<file path="config.mk">
export PLATFORM = sky130hd
export DESIGN_NAME = display_arbiter_flat
export DESIGN_NICKNAME = d
export VERILOG_FILES = /design/src/rtl/display_pkg.sv /design/src/rtl/display_arbiter_if.sv /design/src/rtl/display_arbiter_rr.sv /design/src/rtl/display_arbiter.sv /design/src/flat_wrapper.sv
export SDC_FILE = /design/constraint.sdc
export NUM_CORES = 1
export LEC_CHECK = 0
export BUFFER_PORTS_ARGS = -buffer_cell sky130_fd_sc_hd__buf_2
export CORE_MARGIN = 5
export CORE_UTILIZATION = 45
export DETAILED_ROUTE_END_ITERATION = 8
export GPL_TIMING_DRIVEN = 0
export PLACE_DENSITY_LB_ADDON = 0.3
export SLEW_MARGIN = 0
export SYNTH_ARGS = -nofsm -noshare
export SYNTH_HDL_FRONTEND = slang
export SYNTH_SLANG_ARGS = --single-unit
</file>
<file path="constraint.sdc">
create_clock -name clk -period 9 [get_ports clk]
set_input_delay 0.45 -clock clk [delete_from_list [all_inputs] [get_ports clk]]
set_output_delay 0.45 -clock clk [all_outputs]
set_load 0.02 [all_outputs]
</file>
<file path="src/rtl/display_pkg.sv">
// Shared display types for the arbiter, its sources
// and the seven-segment scan controller.
package display_pkg;

  localparam int NUM_DIGITS = 8;

  typedef logic [3:0] digit_t;
  typedef digit_t [0:NUM_DIGITS-1] frame_t;

  typedef enum logic {
    IDLE,
    HOLD
  } arb_state_t;

endpackage

</file>
<file path="src/rtl/display_arbiter_if.sv">
// Request/frame bundle from the sources and the
// granted frame bundle towards the scan controller.
interface display_arbiter_if
  import display_pkg::*;
#(
  parameter int N_REQ = 4
);

  localparam int IDW = $clog2(N_REQ);

  logic [N_REQ-1:0]         req;
  frame_t [N_REQ-1:0]       frame_in;
  logic [N_REQ-1:0]         grant;
  logic [IDW-1:0]           active_id;
  frame_t                   digits_out;
  logic                     valid_out;

  modport master (
    output req,
    output frame_in,
    input  grant,
    input  active_id,
    input  digits_out,
    input  valid_out
  );

  modport slave (
    input  req,
    input  frame_in,
    output grant,
    output active_id,
    output digits_out,
    output valid_out
  );

endinterface

</file>
<file path="src/rtl/display_arbiter_rr.sv">
// Combinational rotating-priority picker: scan from
// ptr_i with wrap, ignoring requesters in excl_i.
module rr_arbiter #(
  parameter int N_REQ = 4,
  parameter int IDW   = $clog2(N_REQ)
) (
  input  logic [N_REQ-1:0] req_i,
  input  logic [IDW-1:0]   ptr_i,
  input  logic [N_REQ-1:0] excl_i,
  output logic [N_REQ-1:0] winner_o,
  output logic [IDW-1:0]   idx_o,
  output logic             found_o
);

  logic [N_REQ-1:0] masked;
  logic             hit;
  int               k;

  assign masked = req_i & ~excl_i;

  always_comb begin
    winner_o = '0;
    idx_o    = '0;
    hit      = 1'b0;
    k        = 0;
    for (int off = 0; off < N_REQ; off++) begin
      k = int'(ptr_i) + off;
      if (k >= N_REQ) k = k - N_REQ;
      if (!hit && masked[k]) begin
        hit         = 1'b1;
        idx_o       = IDW'(k);
        winner_o[k] = 1'b1;
      end
    end
  end

  assign found_o = hit;

endmodule

</file>
<file path="src/rtl/display_arbiter.sv">
// Round-robin owner of the 8-digit display with a
// minimum dwell per grant; forwards the owner's frame.
module display_arbiter
  import display_pkg::*;
#(
  parameter int N_REQ       = 4,
  parameter int HOLD_CYCLES = 50_000_000
) (
  input  logic             clk,
  input  logic             reset,
  display_arbiter_if.slave bus
);

  localparam int IDW   = $clog2(N_REQ);
  localparam int CNT_W =
    (HOLD_CYCLES > 1) ? $clog2(HOLD_CYCLES) : 1;
  localparam logic [CNT_W-1:0] RELOAD =
    CNT_W'(HOLD_CYCLES - 1);

  arb_state_t       state_q, state_d;
  logic [N_REQ-1:0] grant_q, grant_d;
  logic [IDW-1:0]   id_q, id_d;
  frame_t           digits_q, digits_d;
  logic             valid_q, valid_d;
  logic [IDW-1:0]   ptr_q, ptr_d;
  logic [CNT_W-1:0] timer_q, timer_d;

  logic             release_w;
  logic [N_REQ-1:0] excl;
  logic [N_REQ-1:0] win;
  logic [IDW-1:0]   win_idx;
  logic             found;
  logic             take;

  // A releasing owner must not win its own re-pick.
  assign release_w = (state_q == HOLD) && !bus.req[id_q];
  assign excl      = release_w ? grant_q : '0;

  rr_arbiter #(
    .N_REQ (N_REQ),
    .IDW   (IDW)
  ) u_rr (
    .req_i    (bus.req),
    .ptr_i    (ptr_q),
    .excl_i   (excl),
    .winner_o (win),
    .idx_o    (win_idx),
    .found_o  (found)
  );

  always_comb begin
    state_d  = state_q;
    grant_d  = grant_q;
    id_d     = id_q;
    digits_d = digits_q;
    valid_d  = valid_q;
    ptr_d    = ptr_q;
    timer_d  = timer_q;
    take     = 1'b0;
    unique case (state_q)
      IDLE: take = found;
      HOLD: begin
        digits_d = bus.frame_in[id_q];
        if (release_w) begin
          if (found) begin
            take = 1'b1;
          end else begin
            state_d  = IDLE;
            grant_d  = '0;
            id_d     = '0;
            digits_d = '0;
            valid_d  = 1'b0;
            timer_d  = '0;
          end
        end else if (timer_q == '0) begin
          take = 1'b1;
        end else begin
          timer_d = timer_q - 1'b1;
        end
      end
      default: state_d = IDLE;
    endcase
    if (take) begin
      state_d  = HOLD;
      grant_d  = win;
      id_d     = win_idx;
      digits_d = bus.frame_in[win_idx];
      valid_d  = 1'b1;
      timer_d  = RELOAD;
      ptr_d    = (win_idx == IDW'(N_REQ - 1)) ?
                 '0 : win_idx + 1'b1;
    end
  end

  always_ff @(posedge clk) begin
    if (reset) begin
      state_q  <= IDLE;
      grant_q  <= '0;
      id_q     <= '0;
      digits_q <= '0;
      valid_q  <= 1'b0;
      ptr_q    <= '0;
      timer_q  <= '0;
    end else begin
      state_q  <= state_d;
      grant_q  <= grant_d;
      id_q     <= id_d;
      digits_q <= digits_d;
      valid_q  <= valid_d;
      ptr_q    <= ptr_d;
      timer_q  <= timer_d;
    end
  end

  assign bus.grant      = grant_q;
  assign bus.active_id  = id_q;
  assign bus.digits_out = digits_q;
  assign bus.valid_out  = valid_q;

endmodule

</file>
<file path="src/flat_wrapper.sv">
// flat-port wrapper written by rule: the top's interface ports become plain ports
module display_arbiter_flat import display_pkg::*;
#(
  parameter int N_REQ       = 4,
  parameter int HOLD_CYCLES = 50_000_000
)
  (clk, reset, bus_req, bus_frame_in, bus_grant, bus_active_id, bus_digits_out, bus_valid_out);
  display_arbiter_if #(.N_REQ(N_REQ)) bus_i ();
  input  logic clk;
  input  logic reset;
  input wire logic [$bits(bus_i.req)-1:0] bus_req;
  input wire logic [$bits(bus_i.frame_in)-1:0] bus_frame_in;
  output wire logic [$bits(bus_i.grant)-1:0] bus_grant;
  output wire logic [$bits(bus_i.active_id)-1:0] bus_active_id;
  output wire logic [$bits(bus_i.digits_out)-1:0] bus_digits_out;
  output wire logic [$bits(bus_i.valid_out)-1:0] bus_valid_out;
  assign bus_i.req = bus_req;
  assign bus_i.frame_in = bus_frame_in;
  assign bus_grant = bus_i.grant;
  assign bus_active_id = bus_i.active_id;
  assign bus_digits_out = bus_i.digits_out;
  assign bus_valid_out = bus_i.valid_out;
  display_arbiter #(.N_REQ(N_REQ), .HOLD_CYCLES(HOLD_CYCLES)) u_core (.clk(clk), .reset(reset), .bus(bus_i));
endmodule
</file>
==> results of run 1 <==
registers in the layout (all words and copies together), names as in the netlist:
register / cells
u_core.bus.digits_out: 32
u_core.timer_q: 26
u_core.bus.grant: 4
u_core.bus.active_id: 2
u_core.ptr_q: 2
u_core.bus.valid_out: 1
u_core.state_q: 1
final timing paths:
check	from	endpoint	slack (ns)	depth (start not counted)
min reg2reg	u_core.bus.valid_out$_SDFFE_PP0P_	u_core.bus.valid_out$_SDFFE_PP0P_	0.46	2
max	u_core.ptr_q[1]$_SDFFE_PP0P_	u_core.bus.digits_out[22]$_SDFFE_PP0P_	4.60	12
min	u_core.bus.valid_out$_SDFFE_PP0P_	u_core.bus.valid_out$_SDFFE_PP0P_	0.46	2
max reg2reg	u_core.ptr_q[1]$_SDFFE_PP0P_	u_core.bus.digits_out[22]$_SDFFE_PP0P_	4.60	12
power by group through the flow:
| stage | clock (mW) | combinational (mW) | sequential (mW) |
|---|---|---|---|
| 2_1_floorplan | 0 | 1.15 | 0.588 |
| 3_3_place_gp | 0 | 1.60 | 0.511 |
| 3_5_place_dp | 0 | 1.63 | 0.511 |
| 4_1_cts | 0.373 | 1.64 | 0.508 |
| 5_1_grt | 0.386 | 1.75 | 0.524 |
| 6_report | 0.372 | 1.64 | 0.511 |
metal layers:
layer / wire length (microns) / GRT usage, % / up-vias / part of all wire, %
met5: 0 / 0 / - / 0
met4: 392 / 7.82 / 0 / 2.1
met3: 1290 / 4.76 / 33 / 6.9
met2: 9120 / 42.4 / 276 / 49
met1: 7920 / 30.6 / 2876 / 42
li1: - / - / 2731 / -
synth_stat cells, types with 3 or more instances:
| cell | n |
|---|---|
| sky130_fd_sc_hd__a2111oi_0 | 4 |
| sky130_fd_sc_hd__a211oi_1 | 16 |
| sky130_fd_sc_hd__a211oi_2 | 19 |
| sky130_fd_sc_hd__a21oi_1 | 14 |
| sky130_fd_sc_hd__a22oi_1 | 18 |
| sky130_fd_sc_hd__a31oi_1 | 14 |
| sky130_fd_sc_hd__a41o_1 | 6 |
| sky130_fd_sc_hd__buf_1 | 5 |
| sky130_fd_sc_hd__buf_2 | 9 |
| sky130_fd_sc_hd__buf_4 | 3 |
| sky130_fd_sc_hd__clkbuf_1 | 31 |
| sky130_fd_sc_hd__dfxtp_1 | 68 |
| sky130_fd_sc_hd__ha_1 | 9 |
| sky130_fd_sc_hd__inv_1 | 15 |
| sky130_fd_sc_hd__mux2_2 | 9 |
| sky130_fd_sc_hd__mux2_4 | 20 |
| sky130_fd_sc_hd__mux2i_1 | 81 |
| sky130_fd_sc_hd__mux4_2 | 33 |
| sky130_fd_sc_hd__nand2_1 | 40 |
| sky130_fd_sc_hd__nand2b_1 | 3 |
| sky130_fd_sc_hd__nand3_1 | 15 |
| sky130_fd_sc_hd__nand3b_1 | 6 |
| sky130_fd_sc_hd__nor2_1 | 42 |
| sky130_fd_sc_hd__nor3_1 | 11 |
| sky130_fd_sc_hd__nor4_1 | 4 |
| sky130_fd_sc_hd__o211ai_1 | 3 |
| sky130_fd_sc_hd__o21ai_0 | 23 |
| sky130_fd_sc_hd__o221a_2 | 6 |
| sky130_fd_sc_hd__o22ai_1 | 27 |
| sky130_fd_sc_hd__or3_1 | 6 |
| sky130_fd_sc_hd__or4_1 | 5 |
| sky130_fd_sc_hd__xnor2_1 | 9 |
per-stage QoR:
stage / util [%] / hold WS [ns] / instance area [sq um]
after floorplan: - / 0.450 / 5790
after global placement: 54.3 / 0.457 / 6860
after detailed placement: 54.3 / 0.462 / 6860
after CTS: 56.8 / 0.471 / 7160
after global routing: 56.8 / 0.485 / 7160
final: 56.8 / 0.464 / 7160
layout make-up:
| cell class | count | area, sq um |
|---|---|---|
| clock buffer | 9 | 225 |
| clock inverter | 7 | 80.1 |
| fill | 1123 | 5460 |
| sequential | 68 | 1360 |
| inverter | 15 | 56.3 |
| tap | 172 | 215 |
| timing repair buffer | 171 | 856 |
| multi-input combinational | 471 | 4140 |
| buffer | 50 | 225 |
logic make-up after synthesis:
kind of cell	after synthesis	share of synthesized area (%)
mux	144	34.2
xor+xnor	9	1.36
buf+inv	65	4.87
flops	68	23.5
compound gates	168	22.7
fa+ha+maj	9	1.95
simple gates	141	11.4
worst max-delay path, delay by kind of cell (launching register included):
family                   cells  cell delay (ns)
flip-flops                   1             0.53
buffers and inverters        5             1.70
AND/OR/NAND/NOR              3             0.48
adder cells (fa/ha/maj)      1             0.34
AO/OA/AOI/OAI                3             1.21
==> results.md, run 1 <==
- The total vias in the final route is 5916.
- The synthesized area is 5790 sq um.
- The post-cts resize count is 0.
- The proportion of synthesized flip-flops having asynchronous set or reset is 0%.
- The count of state elements after synthesis is between 60 and 70.
- The static leakage is around 3.0 nW.
- Across the run, the number of max-cap violations was 0.
- The global-route congestion overflow total is 0.
- When the netlist entered floorplanning its net count stood at 747.
- The clock slew at the register clock pins of the worst setup and hold paths is roughly 0.070 ns.
- The floorplan die area is 15200 sq um.
- The endpoint type of the worst setup path is a flop.
- The cell with the largest stage delay on the worst path is sky130_fd_sc_hd__a211oi_1.
- During synthesis, Yosys emitted a total of 0 warnings.
- The synthesized instance count is approximately 600.
- The final-report setup violation count is 0.
- The path class of the tightest hold or removal check is reg2reg.
- The classification of the worst setup path is reg2reg.
- The smallest setup slack after layout is about 4.6 ns.
- The final wirelength is 18700 microns.
- The final non-filler cell total is between 900 and 1000.
- The most common flop cell mapped by yosys is sky130_fd_sc_hd__dfxtp_1.
- For this design the ratio of total power to cell area is about 350 nW/um^2.
- At the end of the flow, the number of nets in the layout was about 930.
- In this run the biggest area consumer among cell types represents 23.5% of the synthesized area.
- The cell type contributing the most total cell area after synthesis is sky130_fd_sc_hd__dfxtp_1.
- For the finished layout, the period the worst path requires is 4.40 ns.
- Based on the critical path, the design can be clocked at up to about 230 MHz.
- Cells with a size suffix above 1 make up a little under two fifths of the layout.
- The category of the worst setup path launch point is a flop.
- The vertical extent of the die is 123 microns.
- After detailed routing, the number of vias per cell comes to just over 6.
- The first-pass GRT wire length is 29800 microns.
- The flow ran to the end, and the final reports show no timing, DRC or antenna violations.
- Hold repair after CTS inserted 0 buffers.
- Summed over all nets, the switching power comes to ~1.1 mW.
- The count of H-tree levels built during CTS is 3.
- The wire-length estimate of the detail-placed layout is 14500 microns.
- The site row count is 41.
- The completed layout was analyzed and its total power is around 2.5 mW.
- The via count of the first global-routing pass is roughly 6000.
- The accumulated negative setup slack is 0 ns.
- The clock power share is between 10% and 20%.
- The clock passes through at most 2 buffers.
- The mean post-synth cell area is 9.58 sq um.
- The synthesized design contains 0 enable-type register cells.
- The total of buffers placed on input and output ports is 171.
- After detailed routing, the average wire length per cell comes to 19.4 microns.
- The source-to-sink clock delay at the later pin of the worst-skew pair is approximately 0.35 ns.
- The worst-margin pin slew is around 0.94 ns.
- The combinational power share is 65.0%.
- The congestion estimate from routability-driven global placement came to roughly 0.91.
- The clock drives roughly 70 sinks.
- The number of remaining DRC errors is 0.
- Walking the worst path, the cells encountered are inv_1 -> ha_1 -> clkbuf_1 -> inv_1 -> nor2_1 -> nand2_1 -> a211oi_1 -> o211ai_1 -> nand2b_1 -> buf_2 -> clkbuf_1 -> a211oi_1.
- After synthesis, flip-flops and latches occupy a little under a quarter of the total area.
- Once detail routing completed, the nets flagged for antenna violations numbered 0.
- Global routing used ~24% of the available tracks across all layers.
- 0 antenna diodes ended up in the layout.
- The stage delay of the slowest cell on the critical path is around 0.6 ns.
- TritonCTS built the clock tree.
- The arrival time of the worst setup path is between 4 and 5 ns.
- The final clock period utilization by the worst path is 48.9%.
- The count of pins on the block boundary is 173.
- The share of power burned in registers is around a fifth.
- The initial antenna violation count is 0.
- Relative to the synthesized area, the layout overhead comes to 23.8%.
- The root buffer cell chosen for the clock tree is sky130_fd_sc_hd__clkbuf_16.
- In the layout the commonest cells are sky130_fd_sc_hd__buf_2 (180), sky130_fd_sc_hd__mux2i_1 (81), sky130_fd_sc_hd__dfxtp_1 (68).
- For this block, the initial DRC count from the detailed router was approximately 470.
- The count of unique library cells instantiated by Yosys is 54.
- The final max-slew violation count came to 0.
- The normalized max-slew margin is 36.7%.
- The maximum ir drop on the vdd rail is 0.162 mV.
- The first detailed-routing pass ran for 4 iterations.
- The area of the placeable core is around 13000 sq um.
- By area the synthesized netlist is led by sky130_fd_sc_hd__dfxtp_1 (24%), sky130_fd_sc_hd__mux2i_1 (14%), sky130_fd_sc_hd__mux4_2 (13%), sky130_fd_sc_hd__mux2_4 (5.2%), sky130_fd_sc_hd__a211oi_2 (4.1%).
- The final setup skew is around 0.014 ns.
- Once the clock tree was built, the setup fixing pass inserted 0 buffers.
- The final number of hold-violating endpoints is 0.
- Of all nets on the critical path, the largest fanout is 10.
- Setup repair after global routing left no endpoint under its margin.
- The number of CTS-inserted buffers is 9.
- The post-place setup slack is 4.68 ns.
- The starting density of the core is 45.8%.
- The placed cell count is 947.
- The commonest non-fill, non-tap cell in the layout is sky130_fd_sc_hd__buf_2.
- The maximum number of pins on one net before global-route repair is 15.
- The cell-internal power is roughly 1.4 mW.
- In this run switching power makes up 45.6% of total power.
- The worst endpoint required time is 9.20 ns.
- The floorplan step set the die width to 123 microns.
Note: power is estimated with default switching activity, not from simulation.
==> run 2, diff against run 1 <==
Clock period 9 ns to 4.3 ns, I/O delays scaled along.
==> run 2 against run 1 <==
Global-route usage did not move; non-clock buffer count did not move; critical endpoint is now u_core.timer_q[16]$_SDFFE_PP0P_; flip-flop and latch count did not move; total power rose by 110%.
==> results.md, run 2 (synthesized netlist as in run 1, its figures left out) <==
- The total vias in the final route came to 5919 (+0.051%).
- The count of pins on the block boundary is 173 (unchanged).
- The final max-slew violation count is 0 (unchanged).
- Setup repair after global routing left no endpoint under its margin.
- The highest attainable clock frequency is 256 MHz (+13%).
- The number of buffers added for setup after CTS came to 0 (unchanged).
- The first-iteration detailed-routing DRC count is 499 (+7.3%).
- The global-route congestion overflow total was 0 (unchanged).
- The static leakage was 3.00 nW (+0.44%).
- The maximum number of pins on one net before global-route repair was 15 (unchanged).
- The smallest setup slack after layout is 0.400 ns (-4.20 ns).
- The logic depth of the worst register-to-register path is 11 (-1).
- The number of antenna diodes is 0 (unchanged).
- The stage delay of the slowest cell on the critical path is 0.60 ns (about the same).
- The maximum ir drop on the vdd rail came to 0.339 mV (+110%).
- Leaving out fill and tap cells, the most frequent cell in the layout is sky130_fd_sc_hd__buf_2.
- The final weighted congestion of routability-driven global placement is 0.911 (unchanged).
- The worst reg2reg path endpoint is u_core.timer_q[16]$_SDFFE_PP0P_.
- The area of the placeable core is 12600 sq um (unchanged).
- The normalized max-slew margin is 36.5% (-0.15 points).
- The starting density of the core is 45.8% (unchanged).
- The clock root buffer master is sky130_fd_sc_hd__clkbuf_16.
- The global-route track usage on met3 is 4.76% (unchanged).
- The CTS tree is built.
- The total routing resource utilization after global routing is 24.5% (unchanged).
- The worst hold path terminates at u_core.bus.digits_out[24]$_SDFFE_PP0P_.
- The category of the worst setup path launch point is a flop.
- The detail-routed net length per standard cell was 19.5 microns (+0.53%).
- The final design area excluding fillers is 7170 sq um (+0.14%).
- The site row count is 41 (unchanged).
- The areal power density over the cells is 737 nW/um^2 (+110%).
- The antenna violation net count after detailed routing is 0 (unchanged).
- The final-report setup violation count is 0 (unchanged).
- The signal on the critical path passes through buf_2 -> mux2_2 -> o221ai_1 -> nand2_1 -> a2111oi_2 -> o211ai_1 -> nand2b_1 -> buf_2 -> nand2b_1 -> clkbuf_1 -> nor2_1.
- The worst-margin pin slew was 0.943 ns (+0.00218 ns).
- The minimum clock period after layout is 3.90 ns (-0.499 ns).
- The number of nets at the end of the flow came to 929 (unchanged).
- The detailed placement HPWL is 14500 microns (unchanged).
- The number of optimization iterations in the first detailed-route pass is 7 (+3).
- The clock slew at the register clock pins of the worst setup and hold paths is 0.06 ns (about the same).
- The reported max-cap violation count is 0 (unchanged).
- The final setup skew was 0.0129 ns (-0.00121 ns).
- The worst hold path class is in2reg.
- The final number of hold-violating endpoints is 0 (unchanged).
- The global routing met2 resource utilization came to 42.4% (unchanged).
- The launch point of the worst hold path is bus_frame_in[120].
- The classification of the worst setup path is reg2reg.
- The post-synthesis to final-layout area growth is 24.0%.
- The maximum clock path buffer count was 2 (unchanged).
- The number of flip-flops in the largest register is 32 (unchanged).
- The number of buffers and inverters on the critical path is 3 (-2).
- The number of remaining DRC errors is 0 (unchanged).
- The worst endpoint required time is 4.52 ns (-4.68 ns).
- The fraction of layout cells with a size suffix above 1 is 38.3% (+0.63 points).
- On the critical path, the stage with the largest delay is an instance of sky130_fd_sc_hd__a2111oi_2.
- The count of H-tree levels built during CTS was 3 (unchanged).
- The post-route worst hold slack came to 0.258 ns (-0.205 ns).
- The total of buffers placed on input and output ports came to 171 (unchanged).
- The horizontal die dimension is 123 microns (unchanged).
- STA classifies the critical path endpoint as a flop.
- On the critical path the largest part of the delay comes from compound AO/OA/AOI/OAI gates.
- The count of hold-fix buffers inserted at cts is 0 (unchanged).
- The critical-path maximum fanout is 9 (-1).
- The arrival time of the worst setup path is 4.13 ns (-0.47 ns).
- The vertical extent of the die was 123 microns (unchanged).
- The via count of the first global-routing pass is 6014 (unchanged).
- The number of sinks on the clock net was 68 (unchanged).
- The floorplan die area is 15200 sq um (unchanged).
- The hold-critical path depth came to 4 (+2).
- The number of CTS-inserted buffers is 9 (unchanged).
- The source-to-sink clock delay at the later pin of the worst-skew pair is 0.35 ns (about the same).
- The post-detailed-placement cell area is 6860 sq um (unchanged).
- The post-place setup slack is -0.0226 ns (-4.70 ns).
- The met1 global-route usage is 30.6% (unchanged).
- The first-pass GRT wire length was 29800 microns (unchanged).
- The launch point of the worst reg-to-reg path is u_core.bus.active_id[1]$_SDFFE_PP0P_.
- The average vias per placed instance is 6.15 (about the same).
- The final clock period utilization by the worst path is 90.7% (+42 points).
- Leaving out fill and tap cells, the most frequent cells in the layout are sky130_fd_sc_hd__buf_2 (180), sky130_fd_sc_hd__mux2i_1 (81), sky130_fd_sc_hd__dfxtp_1 (68).
- The most heavily used metal layer in global routing is met2.
- The reg2reg setup slack is 0.40 ns (-4.20 ns).
- The initial antenna violation count is 0 (unchanged).
- The final wirelength is 18800 microns (+0.53%).
- The run finished with clean final reports.
-- run 2: cell count changes in the layout (fill, tap and decap cells not counted), sizes merged --
cell	before	now
buf	190	189
clkbuf	40	41
-- run 2: stage by stage --
step | utilization (%) | setup TNS, ns | power, mW | std cells
6_report | 56.8 | 0 | 5.29 | 963
5_1_grt | 56.8 | 0 | 5.58 | 963
2_1_floorplan | - | 0 | 3.63 | 604
3_5_place_dp | 54.3 | -0.0226 | 4.48 | 947
3_3_place_gp | 54.3 | -0.0253 | 4.42 | 947
4_1_cts | 56.8 | 0 | 5.27 | 963
-- run 2: worst max-delay path by stage --
stage          slack (ns)                                     end  depth (start not counted)                                 start
2_1_floorplan        1.08  u_core.bus.digits_out[27]$_SDFFE_PP0P_                         11          u_core.ptr_q[1]$_SDFFE_PP0P_
3_3_place_gp        -0.02  u_core.bus.digits_out[22]$_SDFFE_PP0P_                         12          u_core.ptr_q[1]$_SDFFE_PP0P_
3_5_place_dp        -0.02  u_core.bus.digits_out[22]$_SDFFE_PP0P_                         12          u_core.ptr_q[1]$_SDFFE_PP0P_
4_1_cts              0.08         u_core.timer_q[16]$_SDFFE_PP0P_                         13          u_core.ptr_q[1]$_SDFFE_PP0P_
5_1_grt              0.18         u_core.timer_q[24]$_SDFFE_PP0P_                         11  u_core.bus.active_id[1]$_SDFFE_PP0P_
6_report             0.40         u_core.timer_q[16]$_SDFFE_PP0P_                         11  u_core.bus.active_id[1]$_SDFFE_PP0P_
-- run 2: layout make-up --
| type | instances | area [sq um] |
|---|---|---|
| Timing Repair Buffer | 171 | 856 |
| Clock buffer | 9 | 225 |
| Inverter | 15 | 56.3 |
| Tap cell | 172 | 215 |
| Fill cell | 1120 | 5450 |
| Multi-Input combinational cell | 471 | 4150 |
| Buffer | 50 | 230 |
| Sequential cell | 68 | 1360 |
| Clock inverter | 7 | 80.1 |
-- run 2: what timing repair did --
item	in CTS	in global routing
gates resized for setup	2	5
pin swaps	0	1
setup endpoints to repair	20	48
-- run 2: per-layer routing --
| metal | part of all wire (%) | vias up |
|---|---|---|
| met4 | 1.8 | 0 |
| met1 | 42 | 2901 |
| met5 | 0 | - |
| met2 | 49 | 267 |
| met3 | 6.9 | 28 |
| li1 | - | 2723 |
-- run 2: power breakdown --
group	internal [mW]	switching (mW)
clock network	0.457	0.322
logic	1.55	1.89
registers	0.871	0.200
total	2.87	2.41
-- run 2: worst min-delay path: cells and delay by family --
kind / cells / cell delay [ns]
AND/OR/NAND/NOR: 1 / 0.06
multiplexers: 1 / 0.06
AO/OA/AOI/OAI: 1 / 0.14
buffers and inverters: 1 / 0.09
